**src/rtl/control_pkg.sv**
```systemverilog
// Shared encodings, pipeline control-bundle types and the condition-code
// evaluator for the pipelined ARM control unit.
package control_pkg;

    typedef enum logic [1:0] {
        OP_DP   = 2'b00,
        OP_MEM  = 2'b01,
        OP_BR   = 2'b10,
        OP_NONE = 2'b11
    } op_e;

    typedef enum logic [3:0] {
        CMD_AND = 4'b0000,
        CMD_SUB = 4'b0010,
        CMD_ADD = 4'b0100,
        CMD_CMP = 4'b1010,
        CMD_ORR = 4'b1100,
        CMD_MOV = 4'b1101
    } cmd_e;

    typedef enum logic [3:0] {
        COND_EQ = 4'b0000,
        COND_NE = 4'b0001,
        COND_CS = 4'b0010,
        COND_CC = 4'b0011,
        COND_MI = 4'b0100,
        COND_PL = 4'b0101,
        COND_VS = 4'b0110,
        COND_VC = 4'b0111,
        COND_HI = 4'b1000,
        COND_LS = 4'b1001,
        COND_GE = 4'b1010,
        COND_LT = 4'b1011,
        COND_GT = 4'b1100,
        COND_LE = 4'b1101,
        COND_AL = 4'b1110,
        COND_NV = 4'b1111
    } cond_e;

    typedef enum logic [1:0] {
        EXT_DP_IMM  = 2'b00,
        EXT_MEM_IMM = 2'b01,
        EXT_BRANCH  = 2'b10
    } ext_e;

    typedef enum logic [1:0] {
        FWD_REG = 2'b00,
        FWD_W   = 2'b01,
        FWD_M   = 2'b10
    } fwd_e;

    typedef struct packed {
        logic       reg_write;
        logic       mem_write;
        logic       memtoreg;
        logic       branch;
        logic       link;
        logic       pcs;
        logic       flag_write;
        logic       alu_src;
        logic [3:0] alu_ctrl;
        logic [3:0] cond;
    } ctrl_e_t;

    typedef struct packed {
        logic reg_write;
        logic mem_write;
        logic memtoreg;
        logic pcs;
        logic link;
    } ctrl_mw_t;

    // flags are packed {C, V, N, Z}
    function automatic logic cond_holds(input logic [3:0] cond, input logic [3:0] flags);
        logic c, v, n, z;
        logic ok;
        {c, v, n, z} = flags;
        case (cond)
            COND_EQ: ok = z;
            COND_NE: ok = ~z;
            COND_CS: ok = c;
            COND_CC: ok = ~c;
            COND_MI: ok = n;
            COND_PL: ok = ~n;
            COND_VS: ok = v;
            COND_VC: ok = ~v;
            COND_HI: ok = c & ~z;
            COND_LS: ok = ~c | z;
            COND_GE: ok = (n == v);
            COND_LT: ok = (n != v);
            COND_GT: ok = ~z & (n == v);
            COND_LE: ok = z | (n != v);
            COND_AL: ok = 1'b1;
            default: ok = 1'b0;
        endcase
        return ok;
    endfunction

endpackage

```
**src/rtl/pipelined_control_unit_if.sv**
```systemverilog
// Datapath <-> control-unit signal bundle; master is the datapath side,
// slave is the control unit.
interface pipelined_control_unit_if;
    logic [1:0] OP;
    logic [5:0] FUNCT;
    logic [3:0] COND;
    logic [3:0] Rd;
    logic [3:0] Flags;
    logic [3:0] RA1D;
    logic [3:0] RA2D;
    logic [3:0] RA1E;
    logic [3:0] RA2E;
    logic [3:0] WA3E;
    logic [3:0] WA3M;
    logic [3:0] WA3W;

    logic       RA1_select;
    logic       RA2_select;
    logic [1:0] extender_select;
    logic       shifter_input_select;
    logic       shifter_amount_select;
    logic       shifter_type_select;
    logic [3:0] ALU_control;
    logic       ALUsrcE;
    logic       PC_select_W;
    logic       data_memory_write_enable;
    logic       Register_file_write_enable;
    logic       MemtoregW;
    logic       R14_select;
    logic       PC_select;
    logic [1:0] ForwardAE;
    logic [1:0] ForwardBE;
    logic       StallF;
    logic       StallD;
    logic       FlushD;
    logic       FlushE;

    modport master (
        output OP, FUNCT, COND, Rd, Flags,
        output RA1D, RA2D, RA1E, RA2E, WA3E, WA3M, WA3W,
        input  RA1_select, RA2_select, extender_select,
        input  shifter_input_select, shifter_amount_select, shifter_type_select,
        input  ALU_control, ALUsrcE, PC_select_W, data_memory_write_enable,
        input  Register_file_write_enable, MemtoregW, R14_select, PC_select,
        input  ForwardAE, ForwardBE, StallF, StallD, FlushD, FlushE
    );

    modport slave (
        input  OP, FUNCT, COND, Rd, Flags,
        input  RA1D, RA2D, RA1E, RA2E, WA3E, WA3M, WA3W,
        output RA1_select, RA2_select, extender_select,
        output shifter_input_select, shifter_amount_select, shifter_type_select,
        output ALU_control, ALUsrcE, PC_select_W, data_memory_write_enable,
        output Register_file_write_enable, MemtoregW, R14_select, PC_select,
        output ForwardAE, ForwardBE, StallF, StallD, FlushD, FlushE
    );
endinterface

```
**src/rtl/pipelined_control_unit_hazard.sv**
```systemverilog
// Combinational forwarding, stall and flush generation.
module hazard_unit
    import control_pkg::*;
(
    input  logic [3:0] i_ra1d,
    input  logic [3:0] i_ra2d,
    input  logic [3:0] i_ra1e,
    input  logic [3:0] i_ra2e,
    input  logic [3:0] i_wa3e,
    input  logic [3:0] i_wa3m,
    input  logic [3:0] i_wa3w,
    input  logic       i_reg_write_e,
    input  logic       i_memtoreg_e,
    input  logic       i_reg_write_m,
    input  logic       i_link_m,
    input  logic       i_reg_write_w,
    input  logic       i_link_w,
    input  logic       i_pcs_d,
    input  logic       i_pcs_e,
    input  logic       i_pcs_m,
    input  logic       i_pcs_w,
    input  logic       i_pc_select_w,
    output logic [1:0] o_forward_ae,
    output logic [1:0] o_forward_be,
    output logic       o_stall_f,
    output logic       o_stall_d,
    output logic       o_flush_d,
    output logic       o_flush_e
);

    logic w_fwd_m_ok;
    logic w_fwd_w_ok;
    logic w_ldr_stall;
    logic w_pc_wr_pending;

    // a link write targets R14 through a separate path, so it never forwards
    assign w_fwd_m_ok = i_reg_write_m & ~i_link_m;
    assign w_fwd_w_ok = i_reg_write_w & ~i_link_w;

    always_comb begin
        o_forward_ae = FWD_REG;
        if (w_fwd_m_ok && (i_ra1e == i_wa3m)) begin
            o_forward_ae = FWD_M;
        end else if (w_fwd_w_ok && (i_ra1e == i_wa3w)) begin
            o_forward_ae = FWD_W;
        end
    end

    always_comb begin
        o_forward_be = FWD_REG;
        if (w_fwd_m_ok && (i_ra2e == i_wa3m)) begin
            o_forward_be = FWD_M;
        end else if (w_fwd_w_ok && (i_ra2e == i_wa3w)) begin
            o_forward_be = FWD_W;
        end
    end

    assign w_ldr_stall     = i_memtoreg_e & i_reg_write_e & ((i_ra1d == i_wa3e) | (i_ra2d == i_wa3e));
    assign w_pc_wr_pending = i_pcs_d | i_pcs_e | i_pcs_m;

    assign o_stall_f = w_ldr_stall | w_pc_wr_pending;
    assign o_stall_d = w_ldr_stall;
    assign o_flush_d = w_pc_wr_pending | i_pcs_w | i_pc_select_w;
    assign o_flush_e = w_ldr_stall | i_pc_select_w;

endmodule

```
**src/rtl/pipelined_control_unit.sv**
```systemverilog
// Decode, E/M/W control pipeline, NZCV flags register and conditional
// execution for the 5-stage ARM datapath.
module pipelined_control_unit
    import control_pkg::*;
(
    input  logic                     clk,
    input  logic                     reset,
    pipelined_control_unit_if.slave  ctrl_bus
);

    ctrl_e_t    w_dec;
    logic       w_ra1_select;
    logic       w_ra2_select;
    logic [1:0] w_ext_select;

    ctrl_e_t    r_ctrl_e;
    ctrl_mw_t   w_mw_e;
    ctrl_mw_t   r_ctrl_m;
    ctrl_mw_t   r_ctrl_w;
    logic [3:0] r_flags;
    logic       w_cond_ex;
    logic       w_pc_select_w;

    logic [1:0] w_forward_ae;
    logic [1:0] w_forward_be;
    logic       w_stall_f;
    logic       w_stall_d;
    logic       w_flush_d;
    logic       w_flush_e;

    always_comb begin
        w_dec        = '0;
        w_ra1_select = 1'b0;
        w_ra2_select = 1'b0;
        w_ext_select = EXT_DP_IMM;
        case (ctrl_bus.OP)
            OP_DP: begin
                w_dec.alu_ctrl = ctrl_bus.FUNCT[4:1];
                w_dec.alu_src  = ctrl_bus.FUNCT[5];
                case (ctrl_bus.FUNCT[4:1])
                    CMD_AND, CMD_SUB, CMD_ADD, CMD_ORR, CMD_MOV: begin
                        w_dec.reg_write  = 1'b1;
                        w_dec.flag_write = ctrl_bus.FUNCT[0];
                    end
                    CMD_CMP: w_dec.flag_write = 1'b1;
                    default: ;
                endcase
            end
            OP_MEM: begin
                w_dec.alu_ctrl = CMD_ADD;
                w_dec.alu_src  = 1'b1;
                w_ext_select   = EXT_MEM_IMM;
                if (ctrl_bus.FUNCT[0]) begin
                    w_dec.reg_write = 1'b1;
                    w_dec.memtoreg  = 1'b1;
                end else begin
                    w_dec.mem_write = 1'b1;
                    w_ra2_select    = 1'b1;
                end
            end
            OP_BR: begin
                w_ra1_select    = 1'b1;
                w_ext_select    = EXT_BRANCH;
                w_dec.alu_src   = 1'b1;
                w_dec.alu_ctrl  = CMD_ADD;
                w_dec.branch    = 1'b1;
                w_dec.link      = ctrl_bus.FUNCT[4];
                w_dec.reg_write = ctrl_bus.FUNCT[4];
            end
            default: ;
        endcase
        w_dec.pcs  = w_dec.reg_write & (ctrl_bus.Rd == 4'd15) & ~w_dec.link;
        w_dec.cond = ctrl_bus.COND;
    end

    always_ff @(posedge clk) begin
        if (reset || w_flush_e) begin
            r_ctrl_e <= '0;
        end else begin
            r_ctrl_e <= w_dec;
        end
    end

    assign w_cond_ex     = cond_holds(r_ctrl_e.cond, r_flags);
    assign w_pc_select_w = r_ctrl_e.branch & w_cond_ex;

    // a branch-and-link also needs its return-address write gated by CondEx
    assign w_mw_e.reg_write = r_ctrl_e.reg_write & w_cond_ex;
    assign w_mw_e.mem_write = r_ctrl_e.mem_write & w_cond_ex;
    assign w_mw_e.memtoreg  = r_ctrl_e.memtoreg;
    assign w_mw_e.pcs       = r_ctrl_e.pcs & w_cond_ex;
    assign w_mw_e.link      = r_ctrl_e.link & w_cond_ex;

    always_ff @(posedge clk) begin
        if (reset) begin
            r_flags <= '0;
        end else if (r_ctrl_e.flag_write && w_cond_ex) begin
            r_flags <= ctrl_bus.Flags;
        end
    end

    always_ff @(posedge clk) begin
        if (reset) begin
            r_ctrl_m <= '0;
            r_ctrl_w <= '0;
        end else begin
            r_ctrl_m <= w_mw_e;
            r_ctrl_w <= r_ctrl_m;
        end
    end

    hazard_unit u_hazard (
        .i_ra1d        (ctrl_bus.RA1D),
        .i_ra2d        (ctrl_bus.RA2D),
        .i_ra1e        (ctrl_bus.RA1E),
        .i_ra2e        (ctrl_bus.RA2E),
        .i_wa3e        (ctrl_bus.WA3E),
        .i_wa3m        (ctrl_bus.WA3M),
        .i_wa3w        (ctrl_bus.WA3W),
        .i_reg_write_e (r_ctrl_e.reg_write),
        .i_memtoreg_e  (r_ctrl_e.memtoreg),
        .i_reg_write_m (r_ctrl_m.reg_write),
        .i_link_m      (r_ctrl_m.link),
        .i_reg_write_w (r_ctrl_w.reg_write),
        .i_link_w      (r_ctrl_w.link),
        .i_pcs_d       (w_dec.pcs),
        .i_pcs_e       (r_ctrl_e.pcs),
        .i_pcs_m       (r_ctrl_m.pcs),
        .i_pcs_w       (r_ctrl_w.pcs),
        .i_pc_select_w (w_pc_select_w),
        .o_forward_ae  (w_forward_ae),
        .o_forward_be  (w_forward_be),
        .o_stall_f     (w_stall_f),
        .o_stall_d     (w_stall_d),
        .o_flush_d     (w_flush_d),
        .o_flush_e     (w_flush_e)
    );

    assign ctrl_bus.RA1_select                 = w_ra1_select;
    assign ctrl_bus.RA2_select                 = w_ra2_select;
    assign ctrl_bus.extender_select            = w_ext_select;
    assign ctrl_bus.shifter_input_select       = 1'b0;
    assign ctrl_bus.shifter_amount_select      = 1'b0;
    assign ctrl_bus.shifter_type_select        = 1'b0;
    assign ctrl_bus.ALU_control                = r_ctrl_e.alu_ctrl;
    assign ctrl_bus.ALUsrcE                    = r_ctrl_e.alu_src;
    assign ctrl_bus.PC_select_W                = w_pc_select_w;
    assign ctrl_bus.data_memory_write_enable   = r_ctrl_m.mem_write;
    assign ctrl_bus.Register_file_write_enable = r_ctrl_w.reg_write;
    assign ctrl_bus.MemtoregW                  = r_ctrl_w.memtoreg;
    assign ctrl_bus.R14_select                 = r_ctrl_w.link;
    assign ctrl_bus.PC_select                  = r_ctrl_w.pcs;
    assign ctrl_bus.ForwardAE                  = w_forward_ae;
    assign ctrl_bus.ForwardBE                  = w_forward_be;
    assign ctrl_bus.StallF                     = w_stall_f;
    assign ctrl_bus.StallD                     = w_stall_d;
    assign ctrl_bus.FlushD                     = w_flush_d;
    assign ctrl_bus.FlushE                     = w_flush_e;

endmodule
```
**src/flat_wrapper.sv**
```systemverilog
// flat-port wrapper written by rule: the top's interface ports become plain ports
module pipelined_control_unit_flat import control_pkg::*;
  (clk, reset, ctrl_bus_OP, ctrl_bus_FUNCT, ctrl_bus_COND, ctrl_bus_Rd, ctrl_bus_Flags, ctrl_bus_RA1D, ctrl_bus_RA2D, ctrl_bus_RA1E, ctrl_bus_RA2E, ctrl_bus_WA3E, ctrl_bus_WA3M, ctrl_bus_WA3W, ctrl_bus_RA1_select, ctrl_bus_RA2_select, ctrl_bus_extender_select, ctrl_bus_shifter_input_select, ctrl_bus_shifter_amount_select, ctrl_bus_shifter_type_select, ctrl_bus_ALU_control, ctrl_bus_ALUsrcE, ctrl_bus_PC_select_W, ctrl_bus_data_memory_write_enable, ctrl_bus_Register_file_write_enable, ctrl_bus_MemtoregW, ctrl_bus_R14_select, ctrl_bus_PC_select, ctrl_bus_ForwardAE, ctrl_bus_ForwardBE, ctrl_bus_StallF, ctrl_bus_StallD, ctrl_bus_FlushD, ctrl_bus_FlushE);
  pipelined_control_unit_if ctrl_bus_i ();
  input  logic clk;
  input  logic reset;
  input wire logic [$bits(ctrl_bus_i.OP)-1:0] ctrl_bus_OP;
  input wire logic [$bits(ctrl_bus_i.FUNCT)-1:0] ctrl_bus_FUNCT;
  input wire logic [$bits(ctrl_bus_i.COND)-1:0] ctrl_bus_COND;
  input wire logic [$bits(ctrl_bus_i.Rd)-1:0] ctrl_bus_Rd;
  input wire logic [$bits(ctrl_bus_i.Flags)-1:0] ctrl_bus_Flags;
  input wire logic [$bits(ctrl_bus_i.RA1D)-1:0] ctrl_bus_RA1D;
  input wire logic [$bits(ctrl_bus_i.RA2D)-1:0] ctrl_bus_RA2D;
  input wire logic [$bits(ctrl_bus_i.RA1E)-1:0] ctrl_bus_RA1E;
  input wire logic [$bits(ctrl_bus_i.RA2E)-1:0] ctrl_bus_RA2E;
  input wire logic [$bits(ctrl_bus_i.WA3E)-1:0] ctrl_bus_WA3E;
  input wire logic [$bits(ctrl_bus_i.WA3M)-1:0] ctrl_bus_WA3M;
  input wire logic [$bits(ctrl_bus_i.WA3W)-1:0] ctrl_bus_WA3W;
  output wire logic [$bits(ctrl_bus_i.RA1_select)-1:0] ctrl_bus_RA1_select;
  output wire logic [$bits(ctrl_bus_i.RA2_select)-1:0] ctrl_bus_RA2_select;
  output wire logic [$bits(ctrl_bus_i.extender_select)-1:0] ctrl_bus_extender_select;
  output wire logic [$bits(ctrl_bus_i.shifter_input_select)-1:0] ctrl_bus_shifter_input_select;
  output wire logic [$bits(ctrl_bus_i.shifter_amount_select)-1:0] ctrl_bus_shifter_amount_select;
  output wire logic [$bits(ctrl_bus_i.shifter_type_select)-1:0] ctrl_bus_shifter_type_select;
  output wire logic [$bits(ctrl_bus_i.ALU_control)-1:0] ctrl_bus_ALU_control;
  output wire logic [$bits(ctrl_bus_i.ALUsrcE)-1:0] ctrl_bus_ALUsrcE;
  output wire logic [$bits(ctrl_bus_i.PC_select_W)-1:0] ctrl_bus_PC_select_W;
  output wire logic [$bits(ctrl_bus_i.data_memory_write_enable)-1:0] ctrl_bus_data_memory_write_enable;
  output wire logic [$bits(ctrl_bus_i.Register_file_write_enable)-1:0] ctrl_bus_Register_file_write_enable;
  output wire logic [$bits(ctrl_bus_i.MemtoregW)-1:0] ctrl_bus_MemtoregW;
  output wire logic [$bits(ctrl_bus_i.R14_select)-1:0] ctrl_bus_R14_select;
  output wire logic [$bits(ctrl_bus_i.PC_select)-1:0] ctrl_bus_PC_select;
  output wire logic [$bits(ctrl_bus_i.ForwardAE)-1:0] ctrl_bus_ForwardAE;
  output wire logic [$bits(ctrl_bus_i.ForwardBE)-1:0] ctrl_bus_ForwardBE;
  output wire logic [$bits(ctrl_bus_i.StallF)-1:0] ctrl_bus_StallF;
  output wire logic [$bits(ctrl_bus_i.StallD)-1:0] ctrl_bus_StallD;
  output wire logic [$bits(ctrl_bus_i.FlushD)-1:0] ctrl_bus_FlushD;
  output wire logic [$bits(ctrl_bus_i.FlushE)-1:0] ctrl_bus_FlushE;
  assign ctrl_bus_i.OP = ctrl_bus_OP;
  assign ctrl_bus_i.FUNCT = ctrl_bus_FUNCT;
  assign ctrl_bus_i.COND = ctrl_bus_COND;
  assign ctrl_bus_i.Rd = ctrl_bus_Rd;
  assign ctrl_bus_i.Flags = ctrl_bus_Flags;
  assign ctrl_bus_i.RA1D = ctrl_bus_RA1D;
  assign ctrl_bus_i.RA2D = ctrl_bus_RA2D;
  assign ctrl_bus_i.RA1E = ctrl_bus_RA1E;
  assign ctrl_bus_i.RA2E = ctrl_bus_RA2E;
  assign ctrl_bus_i.WA3E = ctrl_bus_WA3E;
  assign ctrl_bus_i.WA3M = ctrl_bus_WA3M;
  assign ctrl_bus_i.WA3W = ctrl_bus_WA3W;
  assign ctrl_bus_RA1_select = ctrl_bus_i.RA1_select;
  assign ctrl_bus_RA2_select = ctrl_bus_i.RA2_select;
  assign ctrl_bus_extender_select = ctrl_bus_i.extender_select;
  assign ctrl_bus_shifter_input_select = ctrl_bus_i.shifter_input_select;
  assign ctrl_bus_shifter_amount_select = ctrl_bus_i.shifter_amount_select;
  assign ctrl_bus_shifter_type_select = ctrl_bus_i.shifter_type_select;
  assign ctrl_bus_ALU_control = ctrl_bus_i.ALU_control;
  assign ctrl_bus_ALUsrcE = ctrl_bus_i.ALUsrcE;
  assign ctrl_bus_PC_select_W = ctrl_bus_i.PC_select_W;
  assign ctrl_bus_data_memory_write_enable = ctrl_bus_i.data_memory_write_enable;
  assign ctrl_bus_Register_file_write_enable = ctrl_bus_i.Register_file_write_enable;
  assign ctrl_bus_MemtoregW = ctrl_bus_i.MemtoregW;
  assign ctrl_bus_R14_select = ctrl_bus_i.R14_select;
  assign ctrl_bus_PC_select = ctrl_bus_i.PC_select;
  assign ctrl_bus_ForwardAE = ctrl_bus_i.ForwardAE;
  assign ctrl_bus_ForwardBE = ctrl_bus_i.ForwardBE;
  assign ctrl_bus_StallF = ctrl_bus_i.StallF;
  assign ctrl_bus_StallD = ctrl_bus_i.StallD;
  assign ctrl_bus_FlushD = ctrl_bus_i.FlushD;
  assign ctrl_bus_FlushE = ctrl_bus_i.FlushE;
  pipelined_control_unit u_core (.clk(clk), .reset(reset), .ctrl_bus(ctrl_bus_i));
endmodule
```
**config.mk**
```make
export PLATFORM = sky130hd
export DESIGN_NAME = pipelined_control_unit_flat
export DESIGN_NICKNAME = d
export VERILOG_FILES = /design/src/rtl/control_pkg.sv /design/src/rtl/pipelined_control_unit_if.sv /design/src/rtl/pipelined_control_unit_hazard.sv /design/src/rtl/pipelined_control_unit.sv /design/src/flat_wrapper.sv
export SDC_FILE = /design/constraint.sdc
export NUM_CORES = 1
export LEC_CHECK = 0
export ABC_AREA = 1
export CAP_MARGIN = 20
export CORE_AREA = 4 4 84 55
export CTS_BUF_LIST = sky130_fd_sc_hd__clkbuf_4 sky130_fd_sc_hd__clkbuf_8
export DETAILED_ROUTE_END_ITERATION = 10
export DIE_AREA = 0 0 88 59
export GPL_TIMING_DRIVEN = 0
export PLACE_DENSITY_LB_ADDON = 0.15
export SKIP_LAST_GASP = 1
export SYNTH_ARGS = -nofsm -noshare
export SYNTH_HDL_FRONTEND = slang
export SYNTH_SLANG_ARGS = --single-unit
```
**constraint.sdc**
```tcl
create_clock -name clk -period 3.7 [get_ports clk]
set_input_delay 0.555 -clock clk [delete_from_list [all_inputs] [get_ports clk]]
set_output_delay 0.555 -clock clk [all_outputs]
set_load 0.05 [all_outputs]
```
==> results of run 1 <==
==> cell usage after synthesis (2+ instances only) <==
library cell / number
a21oi_1: 2
buf_4: 7
dfxtp_1: 29
ha_1: 6
inv_1: 48
nand2_1: 46
nand3_1: 12
nand3b_1: 2
nand4_1: 7
nor2_1: 49
o21ai_0: 8
o22ai_1: 3
xnor2_1: 13
==> routing by layer <==
layer,part of all wire [%],GRT usage (%),up-vias
met4,0.46,3.939,0
met5,0,0,-
met1,49,22.09,710
met3,7.1,6.389,2
met2,44,26.82,57
li1,-,-,916
==> flip-flops by register name (all words and copies together), names as in the netlist <==
name / cells
u_core.ctrl_bus.data_memory_write_enable: 1
u_core.r_ctrl_e: 11
u_core.ctrl_bus.MemtoregW: 1
u_core.ctrl_bus.R14_select: 1
u_core.ctrl_bus.Register_file_write_enable: 1
u_core.ctrl_bus.ALUsrcE: 1
u_core.ctrl_bus.PC_select: 1
u_core.r_flags: 4
u_core.ctrl_bus.ALU_control: 4
u_core.r_ctrl_m: 4
==> cell type report <==
| class | instances | area, um2 |
|---|---|---|
| sequential | 29 | 580.6 |
| tap | 50 | 62.56 |
| multi-input combinational | 164 | 868.3 |
| inverter | 49 | 183.9 |
| fill | 349 | 1333 |
| timing repair buffer | 72 | 720.7 |
| clock buffer | 7 | 90.09 |
| buffer | 8 | 57.56 |
==> layout by cell type, fill, tap and decap left out, drive strengths merged, types with 2 or more instances in the layout <==
master         instances
nand3                 14
clkbuf                 7
buf                    8
clkdlybuf4s50         72
o22ai                  3
nand2                 47
xnor2                 13
inv                   49
nand4                  8
ha                     6
nand3b                 2
dfxtp                 29
conb                   3
o21ai                  8
nor2                  49
a21oi                  2
==> worst paths after layout <==
path	startpoint	to	slack, ns	cells after the start
setup reg to reg	u_core.r_ctrl_e[0]	u_core.r_flags[0]	2.10	12
hold reg to reg	u_core.r_ctrl_m[2]	u_core.ctrl_bus.MemtoregW	0.41	2
setup / recovery	ctrl_bus_OP[0]	ctrl_bus_FlushD	0.29	11
hold / removal	u_core.r_ctrl_m[2]	u_core.ctrl_bus.MemtoregW	0.41	2
==> through the flow <==
| step | setup WS (ns) | cells | total power, mW | cell area, um2 | util (%) |
|---|---|---|---|---|---|
| 2_1_floorplan | 0.1700 | 250 | 0.4349 | 1690 | - |
| 3_3_place_gp | 0.3406 | 372 | 0.5200 | 2474 | 63.49 |
| 3_5_place_dp | 0.3262 | 372 | 0.5215 | 2474 | 63.49 |
| 4_1_cts | 0.2990 | 379 | 0.7837 | 2564 | 65.80 |
| 5_1_grt | 0.1376 | 379 | 0.8176 | 2564 | 65.80 |
| 6_report | 0.2880 | 379 | 0.7791 | 2564 | 65.80 |
==> worst max-delay path, cell delays in order <==
cell and delay [ns]:
clkdlybuf4s50_1 0.54, inv_1 0.10, ha_1 0.25, nand2_1 0.13, inv_1 0.05, nor2_1 0.14, nand2_1 0.10, nand3_1 0.08
nor2_1 0.05, nand2_1 0.06, clkdlybuf4s50_1 0.80
==> logic make-up after synthesis <==
| group | synth area share, % |
|---|---|
| and+or+nand+nor | 32.09 |
| buffers and inverters | 14.40 |
| DFF | 34.63 |
| AOI/OAI and AO/OA | 6.867 |
| xor gates and xnor gates | 7.314 |
| adders and majority gates | 4.477 |
| other | 0.2237 |
==> power breakdown <==
part | switching (mW) | total [mW] | internal (mW)
Clock | 0.109 | 0.263 | 0.154
Combinational | 0.0973 | 0.189 | 0.0922
Sequential | 0.00493 | 0.326 | 0.321
Total | 0.211 | 0.779 | 0.568
==> metrics.txt, run 1 <==
Max Slew Vio Count=0; CTS Buffer Depth=2; initial antenna violation count=0; Die ar.=5192 um2; RSZ-0062 raised after global routing=no; LEAKAGE=1.185 nW; crit-path max FO=4; Via-to-Cell Ratio=4.446; post-cts sizing count=0; worst hold slack=0.4109 ns; Clock Sinks=29; cts bufs inserted=5; Placer Congestion=0.8174; final setup skew=0.004338 ns; Final Cycle Share=92.22%; maximum clock rate=293.1 MHz; CTS H-tree depth=2; worst min path class=flip-flop to flip-flop; Avg Cell Area, Syn=6.761 um2; Syn. warnings=0; CP startpoint kind=input port; via count=1685; WS Path Type=input port to output port; Tmin final=3.412 ns; status=completed; Pre-Repair DR Iteration Count=4; hpwl dp=3367 um; Synth Flop Type=dfxtp_1; total track usage=16.96%; worst-skew pair later-pin latency=0.27 ns; Distinct cells, synth=29; Worst Path Required=3.14 ns; Peak VDD IR=0.2273 mV; largest net degree at the start of global routing=11; fraction of registers with async set/reset=0%; PortBufs=72; EDFF count, synth=0; max_cap viols=0; cts-stage hold buffer count=0; boundary pin count=76; DRT Wirelength=4127 um; Post-Syn Area=1677 um2; DR iter-0 viols=83; DRC=0; Synth area leader=dfxtp_1; flops & latches, synth=29; relative slew slack=65.70%; critical path arrival=2.86 ns; setup tns final=0 ns; Layout area overhead=52.91%; GRT overflow=0; first-pass GRT wire length=6817 um; initial core utilization=43.03%; Avg WL per Cell=10.89 um; fin nets=385; Slew @ Worst Pin=0.5128 ns; share of layout cells above drive strength 1=6.383%; FP Rows=18; # Post-CTS Setup Buffers=0; synth top area cells=dfxtp_1, nor2_1, inv_1, nand2_1, xnor2_1; share of the synthesized area in the top cell type=34.63%; DIE HEIGHT=59 um; sequential-to-total area share from yosys stat=34.63%; kind of end point of the critical path=output port; vias in the first global route=1574; Reg clk slew, reported paths=0.06 ns; CTS root buf=clkbuf_8; chip width=88 um; P per Cell Area=303.9 nW/um2; CTS tree=done; post-route ant nets=0; setup violators final=0; Syn Inst Count=248; final hold vios=0; Ant. Diodes=0; core area=3896 um2
Power figures use the tool's default switching activity.
==> run 2, diff against run 1 <==
--- a/config.mk
+++ b/config.mk
@@ -5,13 +5,14 @@
 export SDC_FILE = /design/constraint.sdc
 export NUM_CORES = 1
 export LEC_CHECK = 0
-export ABC_AREA = 1
+export ABC_AREA = 0
 export CAP_MARGIN = 20
-export CORE_AREA = 4 4 84 55
+export CORE_AREA = 4 4 86 56
 export CTS_BUF_LIST = sky130_fd_sc_hd__clkbuf_4 sky130_fd_sc_hd__clkbuf_8
 export DETAILED_ROUTE_END_ITERATION = 10
-export DIE_AREA = 0 0 88 59
+export DIE_AREA = 0 0 90 60
 export GPL_TIMING_DRIVEN = 0
+export MAX_ROUTING_LAYER = met4
 export PLACE_DENSITY_LB_ADDON = 0.15
 export SKIP_LAST_GASP = 1
 export SYNTH_ARGS = -nofsm -noshare
==> metrics.txt, run 2 <==
status=completed (unchanged); CTS H-tree depth=2 (unchanged); first-pass GRT wire length=7272 um (was 6817 um); CTS root buf=clkbuf_8 (unchanged); GRT overflow=0 (unchanged); commonest non-fill, non-tap cell in the layout=clkdlybuf4s50_1 (unchanged); Peak VDD IR=0.2202 mV (was 0.2273 mV); cts bufs inserted=5 (unchanged); Distinct cells, synth=39 (was 29); core area=3986 um2 (was 3896 um2); total track usage=17.55% (was 16.96%); flops & latches, synth=29 (unchanged); DR iter-0 viols=89 (was 83); post-cts sizing count=3 (was 0); worst-skew pair later-pin latency=0.29 ns (was 0.27 ns); count leader, synth=dfxtp_1 (was nor2_1); Worst Path Required=3.14 ns (about the same); largest net degree at the start of global routing=11 (unchanged); Tmin final=3.489 ns (was 3.412 ns); max_cap viols=0 (unchanged); CTS Buffer Depth=2 (unchanged); Syn Inst Count=186 (was 248); WS Path Type=input port to output port (unchanged); sequential-to-total area share from yosys stat=33.12% (was 34.63%); CP startpoint kind=input port (unchanged); share of the synthesized area in the top cell type=33.12% (was 34.63%); initial core utilization=43.97% (was 43.03%); Ant. Diodes=0 (unchanged); Largest register FFs=11 (unchanged); DRT Wirelength=4365 um (was 4127 um); worst min path class=flip-flop to flip-flop (unchanged); Worst path slowest cell=clkdlybuf4s50_1 (unchanged); highest-count cells in the layout ignoring fill and taps=clkdlybuf4s50_1, dfxtp_1, xnor2_1 (was clkdlybuf4s50_1, nor2_1, inv_1); worst hold start=u_core.r_ctrl_m[2] (unchanged); initial antenna violation count=0 (unchanged); EDFF count, synth=0 (unchanged); Synth area leader=dfxtp_1 (unchanged); CP top delay family=buffers and inverters (unchanged); Die ar.=5400 um2 (was 5192 um2); boundary pin count=76 (unchanged); post-route ant nets=0 (unchanged); fraction of registers with async set/reset=0% (unchanged); most frequent CP cell=or3_1 (was nand2_1); Tot Pwr=0.7761 mW (was 0.7791 mW); top cells by count, synth=dfxtp_1, xnor2_1, nand2b_1 (was nor2_1, inv_1, nand2_1); relative slew slack=65.11% (was 65.70%); peak per-stage delay on the critical path=0.54 ns (was 0.80 ns); PnR worst setup slack=0.2110 ns (was 0.2880 ns); via count=1609 (was 1685); crit-path max FO=7 (was 4); worst hold slack=0.4430 ns (was 0.4109 ns); Avg Cell Area, Syn=9.424 um2 (was 6.761 um2); # Post-CTS Setup Buffers=0 (unchanged); Slew @ Worst Pin=0.5217 ns (was 0.5128 ns); Placer Congestion=0.8193 (was 0.8174); Syn. warnings=0 (unchanged); chip width=90 um (was 88 um); FP Rows=18 (unchanged); # fillers=339 (was 349); Reg2Reg Launch Point=u_core.r_ctrl_e[2] (was u_core.r_ctrl_e[0]); vias in the first global route=1508 (was 1574); synth top area cells=dfxtp_1, xnor2_1, nor4b_1, ha_1, nand2b_1 (was dfxtp_1, nor2_1, inv_1, nand2_1, xnor2_1); Post-Syn Area=1753 um2 (was 1677 um2); maximum clock rate=286.6 MHz (was 293.1 MHz); final hold vios=0 (unchanged); setup violators final=0 (unchanged); Clock Sinks=29 (unchanged); Pre-Repair DR Iteration Count=4 (unchanged); Layout area overhead=50.25% (was 52.91%); kind of end point of the critical path=output port (unchanged); Most flops, register=u_core.r_ctrl_e (unchanged); final setup skew=0.004353 ns (was 0.004338 ns); P per Cell Area=294.7 nW/um2 (was 303.9 nW/um2); critical path arrival=2.93 ns (was 2.86 ns); crit-path cells=clkdlybuf4s50_1 > inv_1 > ha_1 > a32oi_1 > nor4_1 > or3_1 > or3_1 > dlygate4sd2_1 (was clkdlybuf4s50_1 > inv_1 > ha_1 > nand2_1 > inv_1 > nor2_1 > nand2_1 > nand3_1 > nor2_1 > nand2_1 > clkdlybuf4s50_1); RSZ-0062 raised after global routing=no (unchanged); cts-stage hold buffer count=0 (unchanged); Area after DPL=2544 um2 (was 2474 um2); Max Slew Vio Count=0 (unchanged); DRC=0 (unchanged); Final Cycle Share=94.30% (was 92.22%); Synth Flop Type=dfxtp_1 (unchanged); LEAKAGE=0.9743 nW (was 1.185 nW); fin nets=323 (was 385); Via-to-Cell Ratio=5.060 (was 4.446); PortBufs=72 (unchanged); Reg clk slew, reported paths=0.07 ns (was 0.06 ns); post-layout util=66.07% (was 65.80%); Post-Layout Inst Area=2634 um2 (was 2564 um2); CTS tree=done (unchanged); Avg WL per Cell=13.73 um (was 10.89 um); DIE HEIGHT=60 um (was 59 um); DP Worst Slack=-0.1201 ns (was 0.3262 ns); hpwl dp=3436 um (was 3367 um); Setup crit start=ctrl_bus_OP[0] (unchanged); share of layout cells above drive strength 1=10.07% (was 6.383%); CP bufs+invs=3 (was 4)
run 2: cell count changes after synthesis, moves of 6 or more:
cell,change
nor3b_1,+7
nor4b_1,+10
nand2_1,-39
xnor2_1,+8
inv_1,-44
mux2i_1,+6
nor2_1,-46
o21ai_0,-6
nor4_1,+8
nand2b_1,+12
nor2b_1,+7
run 2: logic make-up after synthesis:
kind of cell	Yosys count	synth area share, %
AOI/OAI and AO/OA	15	7.424
xor gates and xnor gates	26	12.99
adders and majority gates	6	4.283
buffers and inverters	19	6.209
DFF	29	33.12
muxes	7	4.711
other	1	0.2139
and+or+nand+nor	83	31.05
run 2: path summary, 6_finish.rpt:
kind	slack, ns	depth (start not counted)	endpoint
max	0.21	8	ctrl_bus_FlushD
min	0.44	1	u_core.ctrl_bus.MemtoregW
max reg2reg	1.75	7	u_core.r_ctrl_e[15]
min reg2reg	0.44	1	u_core.ctrl_bus.MemtoregW
run 2: layout make-up:
cell class                 instances  area (um2)  area share (%)
clock inverter                     3       17.52          0.6651
timing repair buffer              72       720.7           27.36
multi-input combinational        140        1075           40.81
inverter                           4       15.01          0.5701
buffer                            15       93.84           3.563
sequential                        29       580.6           22.04
tap                               50       62.56           2.375
clock buffer                       5       68.82           2.613
run 2: metrics by stage:
stage	setup TNS (ns)	std cells
finish	0	318
CTS	0	318
detailed placement	-0.2183	310
global route	0	318
floorplan	0	188
global placement	-0.1949	310
run 2: metal layers:
layer | track usage (%) | part of all wire, %
met3 | 5.786 | 8.3
met2 | 23.57 | 38
met4 | 6.536 | 1.4
met1 | 24.22 | 52
met5 | - | 0
run 2: report_power, final:
part / switching (mW) / total [mW] / internal [mW]
Sequential: 0.00366 / 0.324 / 0.321
Combinational: 0.0926 / 0.194 / 0.102
Clock: 0.128 / 0.258 / 0.129
Total: 0.224 / 0.776 / 0.552
==> run 3, diff against run 2 <==
--- a/config.mk
+++ b/config.mk
@@ -14,6 +14,7 @@
 export GPL_TIMING_DRIVEN = 0
 export MAX_ROUTING_LAYER = met4
 export PLACE_DENSITY_LB_ADDON = 0.15
+export RECOVER_POWER = 50
 export SKIP_LAST_GASP = 1
 export SYNTH_ARGS = -nofsm -noshare
 export SYNTH_HDL_FRONTEND = slang
==> metrics.txt, run 3 (same netlist as run 2, synthesis figures left out) <==
# Post-CTS Setup Buffers=0 (unchanged); GRT overflow=0 (unchanged); Worst R2R End=u_core.r_flags[2] (was u_core.r_ctrl_e[15]); crit-path cells=clkdlybuf4s50_1 > inv_1 > ha_1 > a32oi_1 > nor4_1 > or3_1 > or3_1 > dlygate4sd2_1 (unchanged); hold endpoint=u_core.ctrl_bus.MemtoregW (unchanged); Worst Path Required=3.14 ns (about the same); Avg WL per Cell=13.76 um (was 13.73 um); core area=3986 um2 (unchanged); Via-to-Cell Ratio=5.085 (was 5.060); Worst path slowest cell=clkdlybuf4s50_1 (unchanged); Peak VDD IR=0.2206 mV (was 0.2202 mV); CTS H-tree depth=2 (unchanged); Reg2Reg Launch Point=u_core.r_ctrl_e[1] (was u_core.r_ctrl_e[2]); Most flops, register=u_core.r_ctrl_e (unchanged); final non-filler cell total=318 (unchanged); initial antenna violation count=0 (unchanged); Placer Congestion=0.8193 (unchanged); vias in the first global route=1508 (unchanged); Pre-Repair DR Iteration Count=4 (unchanged); RSZ-0062 raised after global routing=no (unchanged); critical path arrival=2.94 ns (was 2.93 ns); Max Slew Vio Count=0 (unchanged); FP Rows=18 (unchanged); PortBufs=72 (unchanged); first-pass GRT wire length=7272 um (unchanged); most frequent CP cell=or3_1 (unchanged); boundary pin count=76 (unchanged); status=completed (unchanged); highest-count cells in the layout ignoring fill and taps=clkdlybuf4s50_1, dfxtp_1, xnor2_1 (unchanged); post-cts sizing count=3 (unchanged); placed cells=310 (unchanged); final hold vios=0 (unchanged); DR iter-0 viols=92 (was 89); peak per-stage delay on the critical path=0.54 ns (about the same); DRT Wirelength=4376 um (was 4365 um); DP Worst Slack=-0.1201 ns (unchanged); total track usage=17.55% (unchanged); Largest register FFs=11 (unchanged); Final Cycle Share=94.37% (was 94.30%); cts-stage hold buffer count=0 (unchanged); Die ar.=5400 um2 (unchanged); Register-to-Register Path Depth=6 (was 7); LEAKAGE=0.9897 nW (was 0.9743 nW); fin nets=323 (unchanged); DRC=0 (unchanged); P per Cell Area=296.1 nW/um2 (was 294.7 nW/um2); Clock Sinks=29 (unchanged); hpwl dp=3436 um (unchanged); cts bufs inserted=5 (unchanged); DIE HEIGHT=60 um (unchanged); via count=1617 (was 1609); Tmin final=3.492 ns (was 3.489 ns); worst min path class=flip-flop to flip-flop (unchanged); setup violators final=0 (unchanged); WS Path Type=input port to output port (unchanged); commonest non-fill, non-tap cell in the layout=clkdlybuf4s50_1 (unchanged); initial core utilization=43.97% (unchanged); kind of end point of the critical path=output port (unchanged); CTS Buffer Depth=2 (unchanged); CTS tree=done (unchanged); final setup skew=0.004269 ns (was 0.004353 ns); chip width=90 um (unchanged); CP startpoint kind=input port (unchanged); relative slew slack=58.88% (was 65.11%); worst-skew pair later-pin latency=0.29 ns (about the same); hold depth=1 (unchanged); Ant. Diodes=0 (unchanged); Slew @ Worst Pin=0.6140 ns (was 0.5217 ns); max_cap viols=0 (unchanged); crit-path max FO=7 (unchanged); share of layout cells above drive strength 1=8.955% (was 10.07%); post-route ant nets=0 (unchanged); PnR worst setup slack=0.2081 ns (was 0.2110 ns); reg2reg setup slack=1.58 ns (was 1.75 ns); CTS root buf=clkbuf_8 (unchanged); largest net degree at the start of global routing=11 (unchanged); maximum clock rate=286.4 MHz (was 286.6 MHz); Layout area overhead=49.11% (was 50.25%); worst hold start=u_core.r_ctrl_m[2] (unchanged); Reg clk slew, reported paths=0.07 ns (about the same)
run 3: cell types whose count changed in the layout (fill, tap and decap cells not counted), sizes merged:
| cell | change |
|---|---|
| clkbuf | +1 |
| clkdlybuf4s50 | -7 |
| buf | -1 |
| dlygate4sd3 | +7 |
run 3: worst max path at each step:
stage / startpoint / to / cells past startpoint
floorplan: ctrl_bus_WA3M[2] / ctrl_bus_ForwardAE[0] / 4
global placement: ctrl_bus_WA3E[3] / ctrl_bus_StallD / 6
detailed placement: ctrl_bus_WA3E[3] / ctrl_bus_StallD / 6
CTS: ctrl_bus_WA3E[3] / ctrl_bus_StallD / 6
global route: ctrl_bus_OP[0] / ctrl_bus_FlushD / 8
finish: ctrl_bus_OP[0] / ctrl_bus_FlushD / 8
run 3: stage by stage:
stage	hold slack (ns)	power (mW)	TNS, ns	area [um2]	util, %
global route	0.4582	0.8107	0	2614	65.57
CTS	0.4486	0.7835	0	2631	66.01
finish	0.4430	0.7738	0	2614	65.57
floorplan	0.4138	0.4374	0	1760	-
global placement	0.4260	0.5231	-0.1949	2544	63.81
detailed placement	0.4329	0.5249	-0.2183	2544	63.81
run 3: cell type report:
cell class                      instances  area (um2)
Inverter                                4       15.01
Sequential cell                        29       580.6
Buffer                                 15       92.59
Tap cell                               50       62.56
Multi-Input combinational cell        140        1056
Clock buffer                            5       68.82
Clock inverter                          3       17.52
Fill cell                             343        1373
Timing Repair Buffer                   72       720.7
run 3: per-layer routing:
layer  global-route usage, %  share of wire (%)
met5                       -                  0
met4                   6.536                1.4
met1                   24.22                 51
met3                   5.786                9.5
met2                   23.57                 38
run 3: critical path, delay by kind of cell:
family | cells | cell delay, ns
AND/OR/NAND/NOR | 3 | 0.73
adder cells (fa/ha/maj) | 1 | 0.31
AO/OA/AOI/OAI | 1 | 0.27
buffers and inverters | 3 | 1.07
run 3: where the power goes:
| part | internal (mW) | switching (mW) |
|---|---|---|
| clock network | 0.129 | 0.128 |
| registers | 0.321 | 0.00363 |
| logic | 0.100 | 0.0917 |
